**src/rtl/bus_responder.sv**
```systemverilog
// bus_responder: memory-side target for the 4-bit processor bus.
// Captures a request, waits WAIT_STATES cycles, then answers for one cycle
// with an active-low Ready pulse from a 16x4 register file.
module bus_responder #(
    parameter int unsigned WAIT_STATES = 1,
    parameter logic [15:0] RO_MASK     = 16'h0000
) (
    input  logic       Clk,
    input  logic       Rst,
    input  logic [3:0] Addr_In,
    input  logic [3:0] D_In,
    input  logic [2:0] Ctrl_In,
    output logic [3:0] D_Out,
    output logic       D_Oe,
    output logic       Ready,
    output logic       Err
);

    localparam int unsigned AW    = 4;
    localparam int unsigned DW    = 4;
    localparam int unsigned CNT_W = 3;
    localparam int unsigned DEPTH = 16;

    typedef enum logic [1:0] {
        S_IDLE,
        S_WAIT,
        S_RESPOND,
        S_HOLD
    } state_t;

    state_t           state_q, state_d;
    logic [CNT_W-1:0] cnt_q,   cnt_d;
    logic [AW-1:0]    addr_q,  addr_d;
    logic [DW-1:0]    data_q,  data_d;
    logic             rd_q,    rd_d;
    logic [DW-1:0]    mem_q [DEPTH];
    logic [DW-1:0]    mem_d [DEPTH];
    logic [DW-1:0]    dout_q,  dout_d;
    logic             doe_q,   doe_d;
    logic             ready_q, ready_d;
    logic             err_q,   err_d;

    logic strobe;
    logic unused_ctrl;

    assign strobe      = Ctrl_In[0];
    assign unused_ctrl = Ctrl_In[1];

    assign D_Out = dout_q;
    assign D_Oe  = doe_q;
    assign Ready = ready_q;
    assign Err   = err_q;

    // Next-state, memory update and registered-output computation.
    always_comb begin
        state_d = state_q;
        cnt_d   = cnt_q;
        addr_d  = addr_q;
        data_d  = data_q;
        rd_d    = rd_q;
        mem_d   = mem_q;
        dout_d  = '0;
        doe_d   = 1'b0;
        ready_d = 1'b1;
        err_d   = 1'b0;

        case (state_q)
            S_IDLE: begin
                if (strobe) begin
                    addr_d = Addr_In;
                    data_d = D_In;
                    rd_d   = Ctrl_In[2];
                    cnt_d  = CNT_W'(WAIT_STATES);
                    if (WAIT_STATES == 0) begin
                        state_d = S_RESPOND;
                    end else begin
                        state_d = S_WAIT;
                    end
                end
            end
            S_WAIT: begin
                cnt_d = cnt_q - CNT_W'(1);
                if (cnt_q <= CNT_W'(1)) begin
                    state_d = S_RESPOND;
                end
            end
            S_RESPOND: begin
                if (!rd_q && !RO_MASK[addr_q]) begin
                    mem_d[addr_q] = data_q;
                end
                state_d = S_HOLD;
            end
            S_HOLD: begin
                if (!strobe) begin
                    state_d = S_IDLE;
                end
            end
            default: state_d = S_IDLE;
        endcase

        // Outputs are registered, so they are prepared on entry to RESPOND.
        // No write can be pending here, so mem_q already holds current data.
        if (state_d == S_RESPOND) begin
            ready_d = 1'b0;
            if (rd_d) begin
                doe_d  = 1'b1;
                dout_d = mem_q[addr_d];
            end else begin
                err_d = RO_MASK[addr_d];
            end
        end
    end

    // State, capture, memory and output registers with asynchronous reset.
    always_ff @(posedge Clk or posedge Rst) begin
        if (Rst) begin
            state_q <= S_IDLE;
            cnt_q   <= '0;
            addr_q  <= '0;
            data_q  <= '0;
            rd_q    <= 1'b0;
            dout_q  <= '0;
            doe_q   <= 1'b0;
            ready_q <= 1'b1;
            err_q   <= 1'b0;
            for (int i = 0; i < DEPTH; i++) begin
                mem_q[i] <= '0;
            end
        end else begin
            state_q <= state_d;
            cnt_q   <= cnt_d;
            addr_q  <= addr_d;
            data_q  <= data_d;
            rd_q    <= rd_d;
            dout_q  <= dout_d;
            doe_q   <= doe_d;
            ready_q <= ready_d;
            err_q   <= err_d;
            for (int i = 0; i < DEPTH; i++) begin
                mem_q[i] <= mem_d[i];
            end
        end
    end

endmodule

```
**config.mk**
```make
export PLATFORM = sky130hd
export DESIGN_NAME = bus_responder
export DESIGN_NICKNAME = d
export VERILOG_FILES = /design/src/rtl/bus_responder.sv
export SDC_FILE = /design/constraint.sdc
export NUM_CORES = 1
export LEC_CHECK = 0
export ABC_AREA = 1
export CORE_ASPECT_RATIO = 1.5
export CORE_MARGIN = 2
export CORE_UTILIZATION = 40
export CTS_BUF_LIST = sky130_fd_sc_hd__clkbuf_16
export DETAILED_ROUTE_END_ITERATION = 6
export PLACE_DENSITY = 0.58
export SETUP_SLACK_MARGIN = 0.05
export SLEW_MARGIN = 20
export SYNTH_ARGS = -nofsm -noshare
export SYNTH_HDL_FRONTEND = slang
export SYNTH_SLANG_ARGS = --single-unit
```
**constraint.sdc**
```tcl
create_clock -name Clk -period 3.7 [get_ports Clk]
set_input_delay 0.925 -clock Clk [delete_from_list [all_inputs] [get_ports Clk]]
set_output_delay 0.925 -clock Clk [all_outputs]
set_load 0.005 [all_outputs]
```
After elaboration in Yosys (flattened, before gate mapping)
Memory sizes are Yosys's and may differ from the RTL's.
Cells that the tools add are included.
{"block": "word_totals", "ff_bits": 85, "romBits": 32, "in_bits": 13, "output_inout_bits": 7, "word_cells": 75, "n_memories": 2}
{"name": "(name not given)", "depth": 16, "width": 1, "rd": 1, "rd_ports_with_merged_regs": 0, "write_ports": 0, "line_no": "109", "rtl": "err_d = RO_MASK[addr_d];"}
{"name": "(name not given)", "depth": 16, "width": 1, "rd": 1, "rd_ports_with_merged_regs": 0, "write_ports": 0, "line_no": "88", "rtl": "if (!rd_q && !RO_MASK[addr_q]) begin"}
{"block": "op_classes", "n_addsub": 1, "magnitude_cmp": 6, "n_eq_ne": 5, "n_mux": 25, "bitwise_logic": 2, "n_reduce_logical": 9}
{"op": "bitwise mux 64 bit", "n": 1}
{"op": "two-way mux 4 bit", "n": 7}
{"op": "binary-select mux 4 bit (select 4 bit)", "n": 1}
{"op": "demux 4 bit (select 4 bit)", "n": 1}
{"op": "greater-or-equal comparator 5 bit, second input constant", "n": 2}
{"op": "< comparator 4 x 5 -> 1 bit, second input constant", "n": 2}
{"op": "NOT 4 -> 5 bit", "n": 2}
{"op": "two-way mux 1 bit", "n": 9}
{"op": "one-hot mux 2 bit (4 select lines)", "n": 1}
{"op": "== test 2 bit, second input constant", "n": 3}
{"op": "two-way mux 2 bit", "n": 3}
{"op": "one-hot mux 3 bit (2 select lines)", "n": 1}
{"op": "AND reduction 2 bit", "n": 3}
{"op": "< comparator 5 x 1 -> 1 bit, second input constant", "n": 1}
{"op": "less-or-equal comparator 3 x 1 -> 1 bit, second input constant", "n": 1}
{"op": "two-way mux 3 bit", "n": 1}
{"op": "subtractor 3 x 1 -> 3 bit, second input constant", "n": 1}
{"op": "== test 2 x 1 -> 1 bit, second input constant", "n": 1}
{"op": "logical AND 1 bit", "n": 2}
{"op": "zero test 1 bit", "n": 2}
{"op": "zero test 2 bit", "n": 1}
{"op": "!= test 2 bit, second input constant", "n": 1}
{"op": "nonzero test 2 bit", "n": 1}

Longest topological paths before layout
{"block": "logic_depth", "ltp_word": 8, "mapped_depth": 11, "ltp_nobuf": 10}

Worst setup path before layout
Ideal clock, no wire load.
{"block": "synth_path", "path_kind": "input -> register", "start": "input Ctrl_In[0]", "end": "register dout_q[0], in the netlist D_Out[0]", "setup_ps": 117, "arrival_ps": 1779, "slack_ps": 1805, "cell_stages": 9, "path_cell_list": "nand2_4 buf_6 o21ai_4 buf_6 nand2_1 a21oi_1 nor2_1 nor2_1 nor2_1"}
{"block": "synth_between", "elab_chain_len": 8, "word_cells_on_any_way": 14, "classes_between": "eq/ne (1); mux (12); bitwise (1)"}
{"item": "start: declaration", "line_no": "12", "rtl": "input logic [2:0] Ctrl_In,"}
{"item": "two-way mux 4 bit", "line_no": "69", "rtl": "if (strobe) begin"}
{"item": "two-way mux 4 bit", "line_no": "67", "rtl": "case (state_q)"}
{"item": "NOT 4 -> 5 bit (implied by the code)", "line_no": "107", "rtl": "dout_d = mem_q[addr_d];"}
{"item": "binary-select mux 4 bit (select 4 bit)", "line_no": "107"}
{"item": "two-way mux 4 bit (implied by the code) (2 in series)", "line_no": "107"}
{"item": "two-way mux 4 bit", "line_no": "105", "rtl": "if (rd_d) begin"}
{"item": "two-way mux 4 bit (*)", "line_no": "103", "rtl": "if (state_d == S_RESPOND) begin"}
{"item": "net dout_d[0]", "line_no": "38", "rtl": "logic [DW-1:0] dout_q, dout_d;"}
{"item": "end signal: assignment", "line_no": "135", "rtl": "dout_q <= dout_d;"}
{"item": "end: declaration", "line_no": "38"}
Mark *: on every way through the listed nets, which the timed path passes. The rest lies on a longest branch. The select of a mux whose other input is x is not followed.
A chain may end at the register's enable or synchronous reset.

Final worst setup path
Same ends and word-level chain as after synthesis.

==> key figures <==
Synth
  • Yosys reg bits: 84
  • Register area share after synthesis: a little under three fifths
  • Mean instance size in the synthesized netlist: 8.38 um2
  • Yosys top cell by area: dfrtp_1
  • Area fraction of the dominant cell type after synthesis: between 50 and 60%
  • Warnings, synthesis: 0
  • Post-synth EDFFs: 0
  • Synth top area cells: dfrtp_1 55%, nand2_1 15%, o21ai_0 9.5%
  • Synth Flop Type: dfrtp_1
  • Cell area after synthesis: around 3800 um2
  • FFs w/ async S/R, synth: 100%
  • Synthesized net count: 469
  • Most frequent cells after synthesis: 155 x nand2_1, 83 x dfrtp_1, 72 x o21ai_0
  • Post-Synthesis Cells: roughly 450
  • Netlist cell types: 25
  • Most common cell in the netlist: nand2_1

Power and ir drop
  • Clock share of power: 23.4%
  • Power Dens Cells: 839 nW/um2
  • Gate power share: a little under two fifths
  • Leakage power: around 2 nW
  • Sw Ratio: 39.5%
  • Sequential share of power: between 30 and 40%
  • Maximum VDD drop: ~0.4 mV
  • Net Switching: about 0.0014 W
  • Cell-internal power: between 0.002 and 0.0025 W

GRT
  • Vias in the first global route: 2,987
  • Antenna violations before repair: 0
  • Largest net degree at the start of global routing: 56
  • First-pass GRT wire length: 15,000 um
  • Global route overflow: 0
  • GRT Resource Usage Total: a little under a fifth

Setup path
  • Worst EP required: 3.97 ns
  • Delay of the slowest critical-path stage: between 0.5 and 0.6 ns
  • CP Launch Type: input port
  • Crit path DAT: about 2.9 ns
  • Critical path peak fanout: 22
  • CP most frequent cell: nand3_1
  • Critical path type: in -> reg
  • WP buf/inv: 1
  • Crit. End Element: flip-flop
  • CP max stage cell: clkdlybuf4s50_1
  • Crit path max-delay family: simple AND/OR/NAND/NOR gates
  • Crit path cell chain: clkdlybuf4s50_1, nand3_1, nand2_2, nand2_1, nand3_1, nand3_1, nand3_1, nand2_1, nor2_1

Place
  • DPL Wire Length: between 6000 and 7000 um
  • Final RePlAce weighted congestion: ~0.77
  • DP Cell Count: 572
  • Pre-CTS setup slack: between 0.7 and 0.8 ns
  • Port bufs: 17
  • Placed Area: 4050 um2

Floorplanning
  • Row count: between 40 and 50
  • Die Wd: roughly 84 um
  • Die area: about 10,000 um2
  • Initial Util: 41.1%
  • Core area: between 9000 and 10,000 um2
  • Io pins: 20
  • Die Span Y: ~120 um

Cells and area
  • Multi-input gate area: around 1500 um2
  • Share of layout cells above drive strength 1: under 10%
  • Diode count: 0
  • FF/Latch Area: 2100 um2
  • P&R area growth vs syn: 13.8%
  • Filler cells: around 910
  • Finished Layout Cells: around 600
  • Fin nets: roughly 490
  • Post-route cell area: between 4000 and 5000 um2

Routing
  • 1st-pass router iterations: 4
  • DR iter-0 viols: 231
  • Avg Vias per Cell: about 5.2
  • Final wirelength: 8960 um
  • Via count: 3,045
  • Drt drc: 0
  • Wire per inst: around 15 um
  • Antenna Nets Post-Route: 0

Timing
  • Worst Skew: 0.00902 ns
  • Slew @ Worst Pin: between 0.6 and 0.7 ns
  • Slew HR: around three fifths
  • Fin Setup TNS: 0 ns
  • Period utilization: between 60% and 70%
  • Slew Limit Fails: 0
  • Worst Slack Setup Final: between 1 and 1.5 ns
  • Final min period: between 2 and 3 ns
  • RSZ-0062 raised after global routing: false
  • FMAX: between 300 and 400 MHz
  • Final hold vios: 0
  • Final setup violation count: 0

Clocking
  • CTS resizes: 0
  • Num CTS Buffers: 9
  • H-tree lvl count: 3
  • Post CTS Setup Buffer Count: 0
  • CTS Buffer Depth: 2
  • Clock Latency Late Sink: between 0.3 and 0.4 ns
  • Hold-fix buffers at CTS: 0
  • Clk pin slew, worst setup/hold paths: around 0.06 ns
  • Root Driver: clkbuf_16
  • TritonCTS clock tree: built
  • Clock sink total: between 80 and 90

Hold path
  • Hold/Removal Path Class: reg -> reg

Run status
  • Status: completed

Run
  • Max cap viols: 0
state kept, by name (all words and copies together), names as in the netlist:
register  count
state_q       2
addr_q        4
cnt_q         3
rd_q          1
Ready         1
D_Oe          1
data_q        4
D_Out         4
mem_q        64
area by class of cell:
cell class                      instances  share of cell area [%]
Inverter                               21                    1.85
Tap cell                              112                    3.24
Sequential cell                        84                    48.6
Clock buffer                            9                    5.20
Clock inverter                          7                    1.24
Timing Repair Buffer                   20                    4.74
Multi-Input combinational cell        335                    35.2
per-layer routing:
metal	GRT usage, %	vias to the layer above	routed length [um]
li1	-	1534	-
met1	22.8	1435	3920
met2	34.1	65	4600
met3	3.20	11	287
met4	6.65	0	154
met5	0	-	0
stage by stage:
stage / hold slack [ns] / util (%) / power, W
3_5_place_dp: 0.474 / 43.8 / 0.00281
6_report: 0.486 / 46.8 / 0.00363
5_1_grt: 0.499 / 46.8 / 0.00392
4_1_cts: 0.488 / 46.8 / 0.00367
2_1_floorplan: 0.453 / - / 0.00244
3_3_place_gp: 0.466 / 43.8 / 0.00279
path summary, 6_finish.rpt:
path	startpoint	to	slack, ns	depth (start not counted)
setup / recovery	Ctrl_In[0]	D_Out[0]$_DFF_PP0_	1.11	9
min in group asynchronous	Rst	cnt_q[0]$_DFFE_PP0P_	0.94	2
hold reg to reg	mem_q[42]$_DFFE_PP0P_	mem_q[42]$_DFFE_PP0P_	0.49	2
hold / removal	mem_q[42]$_DFFE_PP0P_	mem_q[42]$_DFFE_PP0P_	0.49	2
setup reg to reg	state_q[1]$_DFF_PP0_	D_Out[0]$_DFF_PP0_	1.72	9
max in group asynchronous	Rst	mem_q[3]$_DFFE_PP0P_	2.09	3
power groups by stage:
stage	combinational [W]	clock [W]	sequential, W
6_report	0.00135	0.000852	0.00143
5_1_grt	0.00155	0.000902	0.00147
4_1_cts	0.00137	0.000865	0.00143
3_5_place_dp	0.00137	0	0.00144
3_3_place_gp	0.00136	0	0.00143
2_1_floorplan	0.00104	0	0.00140
cells in the final DEF, fill, tap and decap left out:
cell and instances:
dfrtp_1 83, conb_1 1, o21ai_4 2, clkbuf_16 9
clkdlybuf4s50_1 17, nor3_1 4, o21ai_0 72, clkinv_1 2
dfstp_2 1, or2_2 1, buf_4 2, nand3_1 64
o22ai_1 1, nand2_2 5, bufinv_16 1, o21ai_1 1
clkinv_2 2, o211ai_1 1, nor2_4 1, inv_2 2
buf_12 1, ha_1 2, a21oi_1 5, nand2_1 155
a21oi_2 1, inv_1 21, nand2_4 1, nor2_1 18
worst register-to-register path, cell delays in order, from the launching register on:
cell	delay, ns
dfrtp_1	0.43
nor2_4	0.16
nand3_1	0.25
nand2_2	0.48
nand2_1	0.11
nand3_1	0.09
nand3_1	0.11
nand3_1	0.10
nand2_1	0.08
nor2_1	0.11
cells by family (layout without fill, tap and decap cells):
group,after synthesis,after routing,share of synthesized area (%)
adders and majority gates,2,2,0.657
buffers and inverters,35,57,4.70
other,1,1,0.0985
AOI/OAI and AO/OA,83,83,11.7
and+or+nand+nor,249,249,27.6
DFF,84,84,55.3
No activity file was read; power rests on OpenSTA's default activity.
